### src/rtl/mfp_irq_ctrl.sv
// MC68901-style 16-channel interrupt controller: pending/enable/mask/in-service
// registers, fixed priority (ch15 highest), registered IRQ_N and vector on acknowledge.
module mfp_irq_ctrl #(
    parameter int          NCH      = 16,
    parameter logic [7:0]  SPUR_VEC = 8'h18
) (
    input  logic           CLK,
    input  logic           RST,
    input  logic [NCH-1:0] IRQ_SRC,
    input  logic           REG_WE,
    input  logic [3:0]     REG_SEL,
    input  logic [7:0]     DAT_I,
    output logic [7:0]     DAT_O,
    input  logic           IACK,
    output logic           IRQ_N,
    output logic [7:0]     VEC_O,
    output logic           VEC_VALID
);

    typedef enum logic [3:0] {
        SEL_IERA = 4'd0, SEL_IERB = 4'd1, SEL_IPRA = 4'd2, SEL_IPRB = 4'd3,
        SEL_ISRA = 4'd4, SEL_ISRB = 4'd5, SEL_IMRA = 4'd6, SEL_IMRB = 4'd7,
        SEL_VR   = 4'd8
    } reg_sel_e;

    logic [NCH-1:0] ier, ipr, isr, imr;
    logic [7:0]     vr;

    logic [NCH-1:0] ier_nxt, ipr_nxt, isr_nxt, imr_nxt;
    logic [7:0]     vr_nxt;
    logic [NCH-1:0] cand, ier_drop, top_mask;
    logic [3:0]     top, isr_top;
    logic           req, ack_hit, s_mode;

    function automatic logic [3:0] msb_idx(input logic [NCH-1:0] v);
        logic [3:0] idx;
        idx = 4'd0;
        for (int i = 0; i < NCH; i++) begin
            if (v[i]) idx = 4'(i);
        end
        return idx;
    endfunction

    // Priority resolution on current (pre-write) state.
    assign cand     = ipr & imr;
    assign top      = msb_idx(cand);
    assign isr_top  = msb_idx(isr);
    assign req      = (cand != '0) && ((isr == '0) || (top > isr_top));
    assign ack_hit  = IACK && req;
    assign s_mode   = vr[3];
    assign top_mask = NCH'(1) << top;

    always_comb begin
        // NOTE: every comb output gets a default first so no path leaves it unassigned (no latch).
        ier_nxt = ier;
        imr_nxt = imr;
        vr_nxt  = vr;
        ipr_nxt = ipr;
        isr_nxt = isr;

        if (REG_WE) begin
            case (REG_SEL)
                SEL_IERA: ier_nxt[15:8] = DAT_I;
                SEL_IERB: ier_nxt[7:0]  = DAT_I;
                SEL_IPRA: ipr_nxt       = ipr_nxt & {DAT_I, 8'hFF};
                SEL_IPRB: ipr_nxt       = ipr_nxt & {8'hFF, DAT_I};
                SEL_ISRA: isr_nxt       = isr_nxt & {DAT_I, 8'hFF};
                SEL_ISRB: isr_nxt       = isr_nxt & {8'hFF, DAT_I};
                SEL_IMRA: imr_nxt[15:8] = DAT_I;
                SEL_IMRB: imr_nxt[7:0]  = DAT_I;
                SEL_VR:   vr_nxt        = DAT_I;
                default:  ;
            endcase
        end

        // Clears first, then event set (beats write/ack clears), then disable clear (beats set).
        ier_drop = ier & ~ier_nxt;
        if (ack_hit) ipr_nxt = ipr_nxt & ~top_mask;
        ipr_nxt = ipr_nxt | (IRQ_SRC & ier);
        ipr_nxt = ipr_nxt & ~ier_drop;

        if (ack_hit && s_mode) isr_nxt = isr_nxt | top_mask;
        if (REG_WE && (REG_SEL == SEL_VR) && !DAT_I[3] && s_mode) isr_nxt = '0;
    end

    always_ff @(posedge CLK) begin
        // NOTE: sequential state uses non-blocking assignments so all registers update together.
        if (RST) begin
            ier       <= '0;
            ipr       <= '0;
            isr       <= '0;
            imr       <= '0;
            vr        <= '0;
            IRQ_N     <= 1'b1;
            VEC_O     <= 8'h00;
            VEC_VALID <= 1'b0;
        end else begin
            ier       <= ier_nxt;
            ipr       <= ipr_nxt;
            isr       <= isr_nxt;
            imr       <= imr_nxt;
            vr        <= vr_nxt;
            IRQ_N     <= ~req;
            VEC_VALID <= IACK;
            if (IACK) VEC_O <= req ? {vr[7:4], top} : SPUR_VEC;
        end
    end

    always_comb begin
        DAT_O = 8'h00;
        case (REG_SEL)
            SEL_IERA: DAT_O = ier[15:8];
            SEL_IERB: DAT_O = ier[7:0];
            SEL_IPRA: DAT_O = ipr[15:8];
            SEL_IPRB: DAT_O = ipr[7:0];
            SEL_ISRA: DAT_O = isr[15:8];
            SEL_ISRB: DAT_O = isr[7:0];
            SEL_IMRA: DAT_O = imr[15:8];
            SEL_IMRB: DAT_O = imr[7:0];
            SEL_VR:   DAT_O = vr;
            default:  DAT_O = 8'h00;
        endcase
    end

endmodule

### config.mk
export PLATFORM = sky130hd
export DESIGN_NAME = mfp_irq_ctrl
export DESIGN_NICKNAME = d
export VERILOG_FILES = /design/src/rtl/mfp_irq_ctrl.sv
export SDC_FILE = /design/constraint.sdc
export NUM_CORES = 1
export LEC_CHECK = 0
export ABC_AREA = 1
export ABC_CLOCK_PERIOD_IN_PS = 5780
export BUFFER_PORTS_ARGS = -buffer_cell sky130_fd_sc_hd__buf_2
export CAP_MARGIN = 20
export CORE_UTILIZATION = 45
export DETAILED_ROUTE_END_ITERATION = 10
export HOLD_SLACK_MARGIN = 0.03
export SYNTH_ARGS = -nofsm -noshare
export SYNTH_HDL_FRONTEND = slang
export SYNTH_SLANG_ARGS = --single-unit
### constraint.sdc
create_clock -name CLK -period 5.78 [get_ports CLK]
set_input_delay 1.156 -clock CLK [delete_from_list [all_inputs] [get_ports CLK]]
set_output_delay 1.156 -clock CLK [all_outputs]
set_load 0.01 [all_outputs]
Word level (Yosys, flattened, before mapping)
Index checks and enable logic that the tools add are counted.

cells by class
  $lt $le $gt $ge = 1
  equal/unequal tests = 8
  shifts and indexed selects = 1
  mux-type cells = 41
  bitwise gates (word level) = 15
  reductions and logical operators = 15

operators by type and width
  operator                                          number
  AND 16 bit                                        9
  2-to-1 mux 4 bit                                  28
  2-to-1 mux 16 bit                                 5
  one-hot mux 8 bit (9 select lines)                1
  one-hot mux 16 bit (2 select lines)               2
  NOT 16 bit                                        3
  bitwise OR 16 bit                                 2
  2-to-1 mux 8 bit                                  3
  == test 4 x 3 -> 1 bit, second input constant     4
  zero test 16 bit                                  1
  nonzero test 16 bit                               1
  left shift 1 x 4 -> 16 bit, first input constant  1
  == test 4 x 2 -> 1 bit, second input constant     2
  logical AND 1 bit                                 6
  AND reduction 2 bit                               3
  == test 4 x 1 -> 1 bit, second input constant     1
  == test 4 bit, second input constant              1
  greater-than comparator 4 bit                     1
  zero test 4 bit                                   1
  2-to-1 mux 1 bit                                  2
  OR reduction 2 bit                                1
  zero test 1 bit                                   1
  logical OR 1 bit                                  1
  NOT 1 bit                                         1

storage, ports and cells
  flip-flop bits (word level) = 82
  output and inout bits = 18
  logic and storage cells = 90

Logic depth before layout (Yosys ltp)
Gate-level depths: netlist (run 1).

  word-level depth = 23
  depth in mapped cells = 29

Worst setup path before layout (run 1)
No wires, ideal clock.

  path kind = input to output
  start point = in REG_SEL[2]
  end point = out DAT_O[2]
  data arrival time = 2.310 ns
  data required time = 4.624 ns
  setup slack = 2.314 ns
  stages = 8
  path buffers = 0
  cell sequence = inv_1 nor2_1 inv_1 nor2_1 inv_1 o21ai_0 a221oi_1 o211ai_1

between the ends
  cells in the longest elaborated chain, start to end = 2

RTL lines
  what                                         RTL line  text
  start: declaration                           11        input logic [3:0] REG_SEL,
  == test 4 bit, or another cell as far along  111       case (REG_SEL)
  one-hot mux 8 bit (9 select lines) (*)       111
  end: declaration                             13        output logic [7:0] DAT_O,

Mark *: on every way between the ends. The rest lies on a longest branch, timed or not.

Worst setup path after layout (run 1)
Ends and elaborated chain as after synthesis.

==> impl_metrics.toml, run 1 <==
[floorplan]
num_rows = 35
die_area_mm2 = 0.01022
core_area_mm2 = 0.009371
die_w_um = 101.1
die_h_um = 101.1
ios = 50
start_util_pct = 47.13

[grt]
use_met1_pct = 44.35
grt_max_degree = 41
grt_usage_pct = 31.56
met2_usage_pct = 48.35
grt_util_met3_pct = 6.033
grt_remaining_overflow = 0
antenna_found_initial = 0
first_global_vias = 4265
grt_pass1_wl_mm = 23.71
top_usage_layer = "met2"

[routing]
wl_per_cell_um = 19.02
remaining_drc_errors = 0
drt-initial-drc-count = 408
drtAntennaViolNets = 0
wirelength_mm = 14.97
viasPerCell = 5.666
vias = 4459
drt_first_pass_iters = 5

[finish]
area_delta_synth_final_pct = 12.10
finish.net_count = 689
drive_gt1_share_pct = 17.63
multi_input_area_mm2 = 0.002346
n_antenna_cell = 0
ff_latch_area_mm2 = 0.001642
fin_util_pct = 52.83
fillers = 994

[sta]
relSlewSlack_pct = 41.57
fin_hold_ws_ps = 468.1
setup_viol = 0
worst_slew_pin_slew_ps = 873.2
fmaxAchievable_ghz = 0.2291
drv_slew = 0
clock-skew-final_ps = 10.46
hold_viol = 0
fin_tns_setup_ps = 0
rsz0062_at_grt = "no"
min_period_over_period_pct = 75.52
period_needed_ps = 4365

[placement]
hpwlAfterDp_mm = 11.43
gp_congestion = 0.9806
port_buffers = 49

[clock_tree]
hold_buffers = 0
cts_sinks = 82
clkTransAtPathRegs_ps = 90
cts_tree = "yes"
cts_setup_buffers = 0
cts_buffers = 9
root_buffer = "clkbuf_8"
max-clock-path-buffers = 2
htree_levels = 3
clk_latency_ps = 370
cts_resized = 0

[logic_synthesis]
synth_area_per_cell_um2 = 7.288
ys.flop_type = "dfxtp_1"
synth_xor_xnor_area_share_pct = 0
synth.ff_latch_count = 82
synth_compound_area_share_pct = 26.52
synth_cell_types = 42
ys_seq_area_share_pct = 37.17
synth_cells = 606
synthAdderAreaFrac_pct = 1.133
synth_mux_area_share_pct = 0
synth_area_mm2 = 0.004417
synth_top_family_by_area = "compound AO/OA/AOI/OAI gates"
synth_simple_gate_area_share_pct = 25.47
syn_nets = 642
synthArstFlopShare_pct = 0
synth_edf_count = 0
yosysWarnings = 0

[setup_path]
worstPathMaxFanout = 9
cp.arrival_ps = 3210
startpoint_type = "input pin"
path_class = "in -> out"
critPathCaptureType = "output port"
worstPathRequired_ps = 4620

[min_path]
hold_path.class = "reg -> reg"

[power]
power.leakage_nw = 1.984
power_density_mw_per_mm2 = 217.0
vdd.ir_drop.worst_mv = 0.1396

[run_status]
status = "completed"

[flow_run]
cap_violations = 0
[area by class of cell]
cell class	instances	share of cell area, %
multi-input combinational	416	47.38
sequential	82	33.16
inverter	93	7.253
timing repair buffer	51	5.257
tap	129	3.260
clock buffer	9	2.502
clock inverter	7	1.188
[final timing paths]
path | endpoint | startpoint | slack (ps) | depth (start not counted)
max | DAT_O[2] | REG_SEL[2] | 1410 | 10
min | ipr[6] | ier[6] | 470 | 2
max reg2reg | ipr[4] | ipr[4] | 2580 | 16
min reg2reg | ipr[6] | ier[6] | 470 | 2
[placed cells by master (no fill, tap or decap), drive strengths merged]
cell      netlist  routed
nand2         141     141
o221a           3       3
o21bai          3       3
nand3          21      21
o21ai          44      44
nor2           60      60
o211ai         10      10
a221oi         29      29
clkinv          2       3
a311oi          1       1
a21oi          63      63
clkbuf         11       9
o2111ai         2       2
a31oi           2       2
buf             4      51
o31ai           6       6
a211oi          7       7
a32o            1       1
clkinvlp        0       2
nand4           2       2
o22ai          12      12
nor4            1       1
ha              4       4
dfxtp          82      82
nor3            4       4
inv            91      95
[per-layer routing]
metal  share of wire [%]  wire (um)
met5                   0          0
met4                 2.0        306
met3                 7.7       1149
met2                  44       6597
met1                  46       6918
[stage by stage]
| step | instances | area, um^2 | total power, W | worst slack (ps) |
|---|---|---|---|---|
| detailed placement | 771 | 4768 | 0.0006740 | 1537 |
| CTS | 787 | 4951 | 0.001077 | 1527 |
| finish | 787 | 4951 | 0.001074 | 1415 |
| floorplan | 606 | 4417 | 0.0006387 | 2314 |
| global placement | 771 | 4768 | 0.0006734 | 1634 |
| global route | 787 | 4951 | 0.001111 | 1195 |
[power breakdown]
part / total, W / switching, W / leakage (nW) / internal [W]
Sequential: 0.000581 / 0.00000713 / 0.663 / 0.000574
Clock: 0.000411 / 0.000248 / 0.0872 / 0.000163
Combinational: 0.0000819 / 0.0000588 / 1.23 / 0.0000230
Total: 0.00107 / 0.000314 / 1.98 / 0.000760
[worst max-delay path, stage by stage]
cell      delay, ps
buf_2            90
inv_1            40
nor2_1          290
inv_1           100
nor2_1          530
inv_1           330
o21ai_0         290
a221oi_1         80
o211ai_1        120
buf_2           180
[cells by family after synthesis]
| group | count (synthesis) |
|---|---|
| compound gates | 183 |
| fa+ha+maj | 4 |
| buf+inv | 108 |
| flops | 82 |
| simple gates | 229 |
[state kept, by name, summed over array words and instances, names as in the netlist]
signal	count
ier	16
vr	8
imr	16
ipr	16
IRQ_N	1
isr	16
VEC_O	8
VEC_VALID	1
[Yosys cell counts, types with 2 or more instances]
cell	instances	area share, %
nand2_1	125	11
inv_1	85	7.2
dfxtp_1	82	37
a21oi_1	60	6.8
nor2_1	48	4.1
o21ai_0	43	4.9
a221oi_1	29	5.8
nand3_1	17	1.9
o22ai_1	12	1.7
clkbuf_1	11	0.93
o211ai_1	9	1.5
a211oi_1	7	1.2
nand2_2	7	0.99
nand2_4	7	1.8
nor2_2	6	0.85
o31ai_1	6	1.0
ha_1	4	1.1
a21oi_2	3	0.60
inv_2	3	0.25
nand3_2	3	0.68
nor2_4	3	0.76
nor2_8	3	1.4
o21bai_1	3	0.51
o221a_2	3	0.76
a31oi_1	2	0.28
buf_2	2	0.23
clkinv_1	2	0.17
inv_4	2	0.28
nand2_8	2	0.91
nand4_1	2	0.28
nor3_1	2	0.23
nor3_2	2	0.45
o2111ai_1	2	0.40
No activity file was read; power rests on OpenSTA's default activity.
==> run 2, diff against run 1 <==
Settings changed: ABC_CLOCK_PERIOD_IN_PS 5780 to 4400.
Clock period 5.78 ns to 4.4 ns, I/O delays scaled along.
==> run 2 against run 1 <==
Effect of this change: cell count up 0.38%; largest power group unchanged; power grew 40%; core utilization is 0.68 points higher; clock power is 55% higher; register-to-register slack lost 1400 ps; via count up 0.72%.
==> impl_metrics.toml, run 2 (synthesis gave the netlist of run 1 again) <==
[power]
power.leakage_nw = 2.014
vdd.ir_drop.worst_mv = 0.1587
power_density_mw_per_mm2 = 300.8
power.total_w = 0.001509

[setup_path]
r2r_start = "ipr[1]"
startpoint_type = "input pin"
critPathMaxStageDelay_ps = 340
path_buf_inv = 6
reg2reg_setup_slack_ps = 1190
regToRegEndpoint = "ipr[0]"
cpMaxStageDelayCell = "a221oi_1"
worstPathMaxFanout = 9
path_class = "in -> out"
cp.arrival_ps = 2520
r2r_cells = 29
worstPathRequired_ps = 3520
crit_top_cell = "inv_1"
crit_chain = "buf_2, inv_1, nor2_1, inv_1, nor2_1, buf_4, inv_1, o21ai_0, a221oi_1, o211ai_1, buf_2"
crit_family = "buffers and inverters"
critPathCaptureType = "output port"

[finish]
area_delta_synth_final_pct = 13.54
layout_commonest_cell = "nand2_1"
drive_gt1_share_pct = 18.00
final_cells = 790
fin_area_mm2 = 0.005015
multi_input_area_mm2 = 0.002346
finish.net_count = 692
fillers = 990
n_antenna_cell = 0
layout_common_cells = "nand2_1 (125), inv_1 (85), dfxtp_1 (82), a21oi_1 (60), buf_2 (49)"
ff_latch_area_mm2 = 0.001642

[floorplan]
core_area_mm2 = 0.009371
die_area_mm2 = 0.01022
start_util_pct = 47.13
ios = 50
num_rows = 35
die_h_um = 101.1
die_w_um = 101.1

[grt]
grt_util_met3_pct = 4.993
grt_max_degree = 41
use_met1_pct = 45.03
antenna_found_initial = 0
first_global_vias = 4254
met2_usage_pct = 48.19
grt_pass1_wl_mm = 23.78
grt_remaining_overflow = 0
top_usage_layer = "met2"
grt_usage_pct = 31.81

[routing]
remaining_drc_errors = 0
viasPerCell = 5.685
vias = 4491
drt_first_pass_iters = 6
drtAntennaViolNets = 0
wirelength_mm = 15.23
wl_per_cell_um = 19.28
drt-initial-drc-count = 412

[placement]
placed_area_mm2 = 0.004791
gp_congestion = 0.9647
port_buffers = 49
placed_cells = 774
hpwlAfterDp_mm = 11.69

[sta]
relSlewSlack_pct = 45.50
fin_tns_setup_ps = 0
setup_viol = 0
clock-skew-final_ps = 10.60
fmaxAchievable_ghz = 0.2944
fin_hold_ws_ps = 469.3
hold_viol = 0
period_needed_ps = 3397
drv_slew = 0
worst_slew_pin_slew_ps = 814.5
min_period_over_period_pct = 77.20
rsz0062_at_grt = "no"

[clock_tree]
clkTransAtPathRegs_ps = 90
root_buffer = "clkbuf_8"
cts_setup_buffers = 0
cts_sinks = 82
cts_tree = "yes"
htree_levels = 3
hold_buffers = 0
clk_latency_ps = 360
cts_resized = 0
max-clock-path-buffers = 2
cts_buffers = 9

[min_path]
hold_path.class = "reg -> reg"
min-delay-start = "ier[5]"
holdPathStages = 2
min_to = "ipr[5]"

[run_status]
status = "completed"

[flow_run]
cap_violations = 0
run 2: cell count changes in the layout (fill, tap and decap cells not counted):
cell / delta
buf_4: +3
bufinv_16: +2
inv_6: -2
clkinv_4: -1
clkinvlp_4: +1
run 2: how the worst max path moves through the flow:
| stage | startpoint | to | slack (ps) | cells past startpoint |
|---|---|---|---|---|
| 2_1_floorplan | REG_SEL[2] | DAT_O[2] | 1490 | 8 |
| 3_3_place_gp | REG_SEL[3] | DAT_O[2] | 1110 | 9 |
| 3_5_place_dp | REG_SEL[1] | DAT_O[2] | 1050 | 8 |
| 4_1_cts | REG_SEL[1] | DAT_O[2] | 1040 | 8 |
| 5_1_grt | ipr[1] | ipr[0] | 900 | 29 |
| 6_report | REG_SEL[2] | DAT_O[2] | 1000 | 11 |
run 2: routing by layer:
layer,vias to the layer above,routed length (um)
li1,2162,-
met1,2105,7137
met2,189,6639
met3,35,1002
met4,0,451
met5,-,0
run 2: cell type report:
cell class	count	share of cell area, %
timing repair buffer	54	5.639
tap	129	3.219
clock buffer	9	2.470
inverter	93	7.161
clock inverter	7	1.996
multi-input combinational	416	46.78
sequential	82	32.73
run 2: power by group:
part	internal, W	switching [W]	total, W
combinational	0.0000314	0.0000782	0.000110
sequential	0.000754	0.00000953	0.000763
clock	0.000324	0.000312	0.000636
run 2: worst reg2reg max path, delay by kind of cell, from the launching register on:
| family | cells | cell delay (ps) |
|---|---|---|
| adder cells (fa/ha/maj) | 1 | 170 |
| AND/OR/NAND/NOR | 19 | 1540 |
| buffers and inverters | 4 | 300 |
| AO/OA/AOI/OAI | 5 | 660 |
| flip-flops | 1 | 430 |
run 2: per-stage QoR:
step / setup slack [ps] / util, %
2_1_floorplan: 1486 / -
6_report: 1003 / 53.51
3_3_place_gp: 1108 / 51.12
4_1_cts: 1037 / 53.51
3_5_place_dp: 1051 / 51.12
5_1_grt: 898.8 / 53.51
